===== src/rtl/crc32_pkg.sv =====
// Shared CRC-32/MPEG-2 constants and the single-bit update step.
// The serial generator and this checker both build on these definitions.
package crc32_pkg;

    localparam logic [31:0] CRC32_POLY    = 32'h04C11DB7;
    localparam logic [31:0] CRC32_INIT    = 32'hFFFFFFFF;
    localparam logic [31:0] CRC32_RESIDUE = 32'h00000000;

    typedef enum logic [0:0] {
        ST_IDLE = 1'b0,
        ST_RX   = 1'b1
    } rx_state_e;

    // One MSB-first shift of the CRC register with the incoming bit.
    function automatic logic [31:0] crc32_bit_step(input logic [31:0] crc, input logic din);
        logic fb;
        fb = crc[31] ^ din;
        return {crc[30:0], 1'b0} ^ (fb ? CRC32_POLY : 32'h00000000);
    endfunction

endpackage


===== src/rtl/crc32_serial_check_if.sv =====
// Framed serial bit stream: one bit per in_valid cycle, with frame delimiters.
interface crc32_serial_check_if;
    logic in_valid;
    logic in_bit;
    logic in_sof;
    logic in_eof;

    modport master (output in_valid, output in_bit, output in_sof, output in_eof);
    modport slave  (input  in_valid, input  in_bit, input  in_sof, input  in_eof);
endinterface


===== src/rtl/crc32_serial_check.sv =====
// Bit-serial CRC32 frame checker. Runs the MPEG-2 CRC over payload plus
// the transmitted FCS; a clean frame leaves a zero residue. Reports one
// status set per frame (CRC match, length, alignment, abort) with a
// one-cycle done pulse.
module crc32_serial_check
    import crc32_pkg::*;
#(
    parameter int MIN_BITS   = 64,
    parameter int MAX_BITS   = 12144,
    parameter int CNT_W      = 14,
    parameter int BYTE_ALIGN = 1
) (
    input  logic                   clk,
    input  logic                   reset_n,
    crc32_serial_check_if.slave    rx,
    output logic                   done,
    output logic                   crc_ok,
    output logic                   len_err,
    output logic                   align_err,
    output logic                   aborted,
    output logic [CNT_W-1:0]       bit_count,
    output logic [31:0]            crc
);

    localparam logic [CNT_W-1:0] CNT_SAT = CNT_W'(MAX_BITS + 1);
    localparam logic [CNT_W-1:0] CNT_MIN = CNT_W'(MIN_BITS);
    localparam logic [CNT_W-1:0] CNT_MAX = CNT_W'(MAX_BITS);

    rx_state_e          state_r, state_next_s;
    logic [31:0]        crc_r, base_s, crc_next_s;
    logic [CNT_W-1:0]   cnt_r, cnt_next_s;
    logic [2:0]         lo_r, lo_next_s;
    logic               accept_s;

    logic               report_s, rep_ok_s, rep_abort_s, rep_len_s, rep_align_s;
    logic [CNT_W-1:0]   rep_cnt_s;
    logic [2:0]         rep_lo_s;

    logic               done_r, crc_ok_r, len_err_r, align_err_r, aborted_r;
    logic [CNT_W-1:0]   bit_count_r;

    // Datapath: next CRC and counters assuming the current bit is accepted.
    always_comb begin
        base_s     = rx.in_sof ? CRC32_INIT : crc_r;
        crc_next_s = crc32_bit_step(base_s, rx.in_bit);
        if (rx.in_sof) begin
            cnt_next_s = CNT_W'(1);
        end else if (cnt_r == CNT_SAT) begin
            cnt_next_s = cnt_r;
        end else begin
            cnt_next_s = cnt_r + CNT_W'(1);
        end
        // Low bits wrap freely so alignment survives counter saturation.
        lo_next_s = rx.in_sof ? 3'd1 : lo_r + 3'd1;
        accept_s  = rx.in_valid && ((state_r == ST_RX) || rx.in_sof);
    end

    // Control: next state and which frame (if any) is reported this cycle.
    always_comb begin
        state_next_s = state_r;
        report_s     = 1'b0;
        rep_cnt_s    = cnt_next_s;
        rep_lo_s     = lo_next_s;
        rep_ok_s     = (crc_next_s == CRC32_RESIDUE);
        rep_abort_s  = 1'b0;
        case (state_r)
            ST_IDLE: begin
                if (rx.in_valid && rx.in_sof) begin
                    if (rx.in_eof) begin
                        report_s     = 1'b1;
                        state_next_s = ST_IDLE;
                    end else begin
                        state_next_s = ST_RX;
                    end
                end else begin
                    state_next_s = ST_IDLE;
                end
            end
            ST_RX: begin
                if (rx.in_valid && rx.in_eof) begin
                    report_s     = 1'b1;
                    state_next_s = ST_IDLE;
                end else if (rx.in_valid && rx.in_sof) begin
                    // Old frame is reported as-is; this bit opens the new one.
                    report_s     = 1'b1;
                    rep_cnt_s    = cnt_r;
                    rep_lo_s     = lo_r;
                    rep_ok_s     = 1'b0;
                    rep_abort_s  = 1'b1;
                    state_next_s = ST_RX;
                end else begin
                    state_next_s = ST_RX;
                end
            end
            default: begin
                state_next_s = ST_IDLE;
            end
        endcase
        rep_len_s   = (rep_cnt_s < CNT_MIN) || (rep_cnt_s > CNT_MAX);
        rep_align_s = (BYTE_ALIGN != 0) && (rep_lo_s != 3'd0);
    end

    // State, CRC/counter registers and registered frame status.
    always_ff @(posedge clk) begin
        if (!reset_n) begin
            state_r     <= ST_IDLE;
            crc_r       <= CRC32_INIT;
            cnt_r       <= '0;
            lo_r        <= 3'd0;
            done_r      <= 1'b0;
            crc_ok_r    <= 1'b0;
            len_err_r   <= 1'b0;
            align_err_r <= 1'b0;
            aborted_r   <= 1'b0;
            bit_count_r <= '0;
        end else begin
            state_r <= state_next_s;
            if (accept_s) begin
                crc_r <= crc_next_s;
                cnt_r <= cnt_next_s;
                lo_r  <= lo_next_s;
            end
            done_r <= report_s;
            if (report_s) begin
                crc_ok_r    <= rep_ok_s;
                len_err_r   <= rep_len_s;
                align_err_r <= rep_align_s;
                aborted_r   <= rep_abort_s;
                bit_count_r <= rep_cnt_s;
            end
        end
    end

    assign done      = done_r;
    assign crc_ok    = crc_ok_r;
    assign len_err   = len_err_r;
    assign align_err = align_err_r;
    assign aborted   = aborted_r;
    assign bit_count = bit_count_r;
    assign crc       = crc_r;

endmodule


===== src/flat_wrapper.sv =====
// flat-port wrapper written by rule: the top's interface ports become plain ports
module crc32_serial_check_flat import crc32_pkg::*;
#(
    parameter int MIN_BITS   = 64,
    parameter int MAX_BITS   = 12144,
    parameter int CNT_W      = 14,
    parameter int BYTE_ALIGN = 1
)
  (clk, reset_n, done, crc_ok, len_err, align_err, aborted, bit_count, crc, rx_in_valid, rx_in_bit, rx_in_sof, rx_in_eof);
  crc32_serial_check_if rx_i ();
  input  logic clk;
  input  logic reset_n;
  output logic done;
  output logic crc_ok;
  output logic len_err;
  output logic align_err;
  output logic aborted;
  output logic [CNT_W-1:0] bit_count;
  output logic [31:0] crc;
  input wire logic [$bits(rx_i.in_valid)-1:0] rx_in_valid;
  input wire logic [$bits(rx_i.in_bit)-1:0] rx_in_bit;
  input wire logic [$bits(rx_i.in_sof)-1:0] rx_in_sof;
  input wire logic [$bits(rx_i.in_eof)-1:0] rx_in_eof;
  assign rx_i.in_valid = rx_in_valid;
  assign rx_i.in_bit = rx_in_bit;
  assign rx_i.in_sof = rx_in_sof;
  assign rx_i.in_eof = rx_in_eof;
  crc32_serial_check #(.MIN_BITS(MIN_BITS), .MAX_BITS(MAX_BITS), .CNT_W(CNT_W), .BYTE_ALIGN(BYTE_ALIGN)) u_core (.clk(clk), .reset_n(reset_n), .rx(rx_i), .done(done), .crc_ok(crc_ok), .len_err(len_err), .align_err(align_err), .aborted(aborted), .bit_count(bit_count), .crc(crc));
endmodule

===== config.mk =====
export PLATFORM = sky130hd
export DESIGN_NAME = crc32_serial_check_flat
export DESIGN_NICKNAME = d
export VERILOG_FILES = /design/src/rtl/crc32_pkg.sv /design/src/rtl/crc32_serial_check_if.sv /design/src/rtl/crc32_serial_check.sv /design/src/flat_wrapper.sv
export SDC_FILE = /design/constraint.sdc
export NUM_CORES = 1
export LEC_CHECK = 0
export CORE_ASPECT_RATIO = 0.75
export CORE_MARGIN = 5
export CORE_UTILIZATION = 35
export DETAILED_ROUTE_END_ITERATION = 8
export DONT_BUFFER_PORTS = 1
export PLACE_DENSITY_LB_ADDON = 0.12
export SLEW_MARGIN = 20
export SYNTH_ARGS = -nofsm -noshare
export SYNTH_HDL_FRONTEND = slang
export SYNTH_SLANG_ARGS = --single-unit

===== constraint.sdc =====
create_clock -name clk -period 4.15 [get_ports clk]
set_input_delay 0.2075 -clock clk [delete_from_list [all_inputs] [get_ports clk]]
set_output_delay 0.2075 -clock clk [all_outputs]
set_load 0.02 [all_outputs]

# ---- After elaboration in Yosys (flattened, before gate mapping)
# Cells that the tools add are included.
# Widths: inputs -> output; s select.
dict set report word_totals {
  ff_bits 69
  latchBits 0
  mem_bits_rw 0
  romBits 0
  in_bits 6
  out_inout_bits 51
  word_cells 50
  n_memories 0
}
dict set report op_classes {
  addsub 2
  mul 0
  div 0
  n_lt_le_gt_ge 2
  n_eq_ne 1
  shift 0
  n_mux 25
  bitwise 3
  n_reduce_logical 7
}
# op n
set op_table {}
lappend op_table {{$mux 14} 5}
lappend op_table {{$logic_not 32->1} 1}
lappend op_table {{$mux 32} 1}
lappend op_table {{$xor 32x32->32} 1}
lappend op_table {{$mux 27} 1}
lappend op_table {{$add 14x1->14 const B} 1}
lappend op_table {{$eq 14x14->1 const B} 1}
lappend op_table {{$gt 14x14->1 const B} 1}
lappend op_table {{$lt 14x7->1 const B} 1}
lappend op_table {{$mux 1} 12}
lappend op_table {{$mux 3} 4}
lappend op_table {{$pmux 1 s2} 2}
lappend op_table {{$add 3x1->3 const B} 1}
lappend op_table {{$logic_and 1x1->1} 3}
lappend op_table {{$reduce_bool 3->1} 1}
lappend op_table {{$logic_or 1x1->1} 2}
lappend op_table {{$not 1->1} 1}
lappend op_table {{$xor 1x1->1} 1}

# ---- Logic depth before layout (Yosys ltp)
dict set report logic_depth {
  depth_word 8
  mapped_depth 13
  depth_no_buf 10
}

# ---- Least setup slack after synthesis
# No wires, ideal clock.
dict set report synth_path {
  path_type {in2reg}
  from {in rx_in_sof}
  to {reg u_core.crc_ok_r, in the netlist u_core.crc_ok}
  setup_ns 0.128
  t_arrival_ns 2.179
  required_time_ns 4.022
  slack_ns 1.843
  cell_stages 13
  n_path_buf 5
  path_cell_list {clkbuf_1 > buf_2 > buf_1 > clkbuf_1 > clkbuf_1 > nor2_1 > ha_1 > nand4_1 > nor4_1 > nand4_1 > nor4_1 > a21oi_1 > nor2_1}
}
dict set report synth_via {
  elab_chain_len 8
  elab_cells_between_ends 13
  cone_classes {9 x mux; 2 x bitwise; 2 x reduce/logical}
}
# item line
set synth_lines {}
lappend synth_lines {{start, declared} flat_wrapper.sv:22} ;# input wire logic [$bits(rx_i.in_sof)-1:0] rx_in_sof;
lappend synth_lines {{$mux 32} crc32_serial_check.sv:44} ;# base_s = rx.in_sof ? CRC32_INIT : crc_r;
lappend synth_lines {{$xor 1x1->1} crc32_pkg.sv:17} ;# fb = crc[31] ^ din;
lappend synth_lines {{$mux 27} crc32_pkg.sv:18} ;# return {crc[30:0], 1'b0} ^ (fb ? CRC32_POLY : 32'h00000000);
lappend synth_lines {{$xor 32x32->32} crc32_pkg.sv:18}
lappend synth_lines {{$logic_not 32->1} crc32_serial_check.sv:64} ;# rep_ok_s = (crc_next_s == CRC32_RESIDUE);
lappend synth_lines {{$mux 1} crc32_serial_check.sv:83} ;# end else if (rx.in_valid && rx.in_sof) begin
lappend synth_lines {{$mux 1} crc32_serial_check.sv:80} ;# if (rx.in_valid && rx.in_eof) begin
lappend synth_lines {{$mux 1} crc32_serial_check.sv:66} ;# case (state_r)
lappend synth_lines {{end signal, assigned} crc32_serial_check.sv:125} ;# crc_ok_r <= rep_ok_s;
lappend synth_lines {{end, declared} crc32_serial_check.sv:39} ;# logic done_r, crc_ok_r, len_err_r, align_err_r, aborted_r;
# Several ways; a longest one is shown, not always the timed one.
# A chain may end at the register's enable or synchronous reset.

# ---- Worst setup path after layout
dict set report layout_path {
  from {reg u_core.state_r}
  to {reg u_core.len_err_r, in the netlist u_core.len_err}
}
dict set report layout_via {
  elab_chain_len 3
  elab_cells_between_ends 6
  cone_classes {2 x order compare; 2 x mux; 1 x bitwise; 1 x reduce/logical}
}
# item line
set layout_lines {}
lappend layout_lines {{start, declared} crc32_serial_check.sv:29} ;# rx_state_e state_r, state_next_s;
lappend layout_lines {{start signal, assigned} crc32_serial_check.sv:117} ;# state_r <= state_next_s;
lappend layout_lines {{$mux 14} crc32_serial_check.sv:66}
lappend layout_lines {{$lt 14x7->1 / $gt 14x14->1 (equally long branches)} crc32_serial_check.sv:99} ;# rep_len_s = (rep_cnt_s < CNT_MIN) || (rep_cnt_s > CNT_MAX);
lappend layout_lines {{$logic_or 1x1->1} crc32_serial_check.sv:99}
lappend layout_lines {{end signal, assigned} crc32_serial_check.sv:126} ;# len_err_r <= rep_len_s;
lappend layout_lines {{end, declared} crc32_serial_check.sv:39}
# Several ways; a longest one is shown, not always the timed one.

==> impl_metrics.tcl <==
set metrics [dict create \
    run_status "completed" \
    finalCritPeriodShare_pct 64.7 \
    synth_area_um2 3430 \
    drt_first_pass_iters 4 \
    p_leak_nw 1.29 \
    met2_usage_pct 23.6 \
    p_total_mw 1.73 \
    clk_latency_ns 0.33 \
    num-nets-final 424 \
    synth_edf_count 0 \
    via_per_inst 5.69 \
    syn_area_per_cell_um2 7.91 \
    totalWireLength_mm 10.4 \
    use_met1_pct 26.5 \
    switching_share_pct 22.9 \
    root_buffer "clkbuf_16" \
    row_count 31 \
    drc 0 \
    num-fill-cells 1023 \
    pwr-share-clk_pct 50.8 \
    final_common_cell "dfxtp_1" \
    ios 57 \
    place.gp.congestion 0.848 \
    ys_dominant_reg_cell "dfxtp_1" \
    postCtsSetupBuffers 0 \
    top_usage_layer "met1" \
    cts_buffers 9 \
    yosysTopAreaCell "dfxtp_1" \
    p_sw_uw 397 \
    finalClockSkew_ns 0.00531 \
    die_h_um 95.7 \
    combPwrFrac_pct 6.4 \
    vias 3133 \
    min_period_ns 2.68 \
    drive_gt1_share_pct 6.68 \
    tightest_slew_ns 0.990 \
    ys_ff_latch 69 \
    start_kind "flip-flop" \
    crit_arrival_ns 2.89 \
    power.density_nw_per_um2 448 \
    first_iter_violations 295 \
    htree_levels 3 \
    syn-num-nets 443 \
    relSlewSlack_pct 33.9 \
    irDropWorstVdd_uv 219 \
    p_seq_share_pct 42.8 \
    worstPathMaxFanout 17 \
    intPower_mw 1.33 \
    wl_per_cell_um 18.9 \
    synth_seq_area_share_pct 40.3 \
    cts_sinks 69 \
    grt_pass1_wl_mm 16.5 \
    rsz0062_at_grt "false" \
    async_flop_share_pct 0 \
    grt_pass1_vias 2817 \
    core_um2 9620 \
    place_worst_setup_slack_ns 1.52 \
    antenna_left 0 \
    synth.area.top_cells "dfxtp_1 (40%), nor2_1 (6.4%), nand2_1 (4.6%)" \
    max_freq_ghz 0.372 \
    fp.dieW_um 124 \
    overflow 0 \
    hold_viol 0 \
    final_cell_mix "dfxtp_1 (69), nor2_1 (58), nand2_1 (42)" \
    required_ns 4.35 \
    cap_violations 0 \
    track_usage_pct 17.5 \
    cts_tree "yes" \
    synth.distinct_cells 57 \
    fin_ws_ns 1.47 \
    ys_warn_count 0 \
    antennaDiodeCount 0 \
    path_class "flip-flop to flip-flop" \
    use_met3_pct 5.49 \
    grt_max_degree 66 \
    start_util_pct 35.6 \
    synthCells 433 \
    synth_top_area_share_pct 40.3 \
    hold_path.class "input pin to flip-flop" \
    area_growth_pct 12.8 \
    setup_tns_ns 0 \
    dp_hpwl_mm 6.83 \
    antenna_found_initial 0 \
    portBuffers 0 \
    setup_viol 0 \
    critPathCaptureType "flip-flop" \
    die_area_um2 11900 \
    slew_violations 0 \
    clk_path_buf_depth 2 \
    path_clk_slew_ns 0.06 \
]
## registers in the layout, summed over array words and instances, names as in the netlist
register and count:
u_core.crc 32, u_core.bit_count 14, u_core.cnt_r 14, u_core.lo_r 3, u_core.aborted 1, u_core.align_err 1, u_core.crc_ok 1, u_core.done 1
u_core.len_err 1, u_core.state_r 1
## repair_timing
item                                   CTS  global route
resized for setup                        0             0
endpoints found under the hold margin   37             0
hold buffers                             4             0
## worst max-delay path: stages (launching register included)
cell      delay (ns)
dfxtp_1         0.69
nand4b_1        0.63
o211ai_1        0.44
nand3_1         0.20
a2111o_1        0.35
o211ai_2        0.15
a31oi_1         0.09
## cell usage after synthesis, drive strengths merged, types with 2 or more instances
master  number
or2          2
nand4        8
a41o         2
nor2        58
o21ai       28
nor4        10
clkbuf      30
dfxtp       69
o211ai      16
nor3        10
o22ai       17
mux2i        3
o31a         2
inv          8
o22a         2
a22oi        4
nand4b       2
o21bai       3
nand3       12
nor3b        2
xnor2       14
nand2       42
a21oi       29
buf          8
and4         2
ha           4
or4          2
a21o         3
and2         2
a211oi      15
a31oi        8
o311ai       2
## layout make-up
type	count	area, um^2	share of cell area [%]
multi-input cells	318	1870	48.3
flip-flops and latches	69	1380	35.8
clock buffers	12	246	6.38
well taps	132	165	4.27
clock inverters	4	95.1	2.46
repair buffers	8	80.1	2.07
inverters	8	30.0	0.777
## through the flow
step                cells  cell area [um^2]  hold slack, ns  utilization (%)
finish                551              3860          0.0210             40.2
global route          551              3860         0.00168             40.2
CTS                   551              3860         0.00800             40.2
detailed placement    531              3470           0.281             36.1
global placement      531              3470           0.278             36.1
floorplan             433              3430           0.308                -
## routing by layer
layer	wire [um]	vias up
met2	4170	88
met4	49	0
li1	-	1551
met1	5450	1490
met3	719	4
met5	0	-
## final timing paths
kind / startpoint / to / slack, ns / cells after the start
setup / recovery: u_core.state_r$_SDFF_PN0_ / u_core.len_err$_SDFFE_PN0P_ / 1.47 / 6
hold / removal: reset_n / u_core.cnt_r[3]$_SDFFE_PN0P_ / 0.02 / 2
setup reg to reg: u_core.state_r$_SDFF_PN0_ / u_core.len_err$_SDFFE_PN0P_ / 1.47 / 6
hold reg to reg: u_core.cnt_r[12]$_SDFFE_PN0P_ / u_core.cnt_r[12]$_SDFFE_PN0P_ / 0.53 / 2
## power groups by stage
stage | clock network, mW | registers [mW] | logic (mW)
6_report | 0.880 | 0.740 | 0.111
2_1_floorplan | 0 | 0.742 | 0.0952
5_1_grt | 0.928 | 0.744 | 0.125
3_5_place_dp | 0 | 0.755 | 0.100
4_1_cts | 0.899 | 0.741 | 0.112
3_3_place_gp | 0 | 0.754 | 0.0998
## kinds of logic after synthesis
kind of cell | synth area share, %
AO/OA/AOI/OAI | 26.4
XOR/XNOR | 3.58
adder cells (fa/ha/maj) | 1.46
buffers and inverters | 5.44
flip-flops | 40.3
multiplexers | 0.877
AND/OR/NAND/NOR | 22.0
Note: power is estimated with default switching activity, not from simulation.
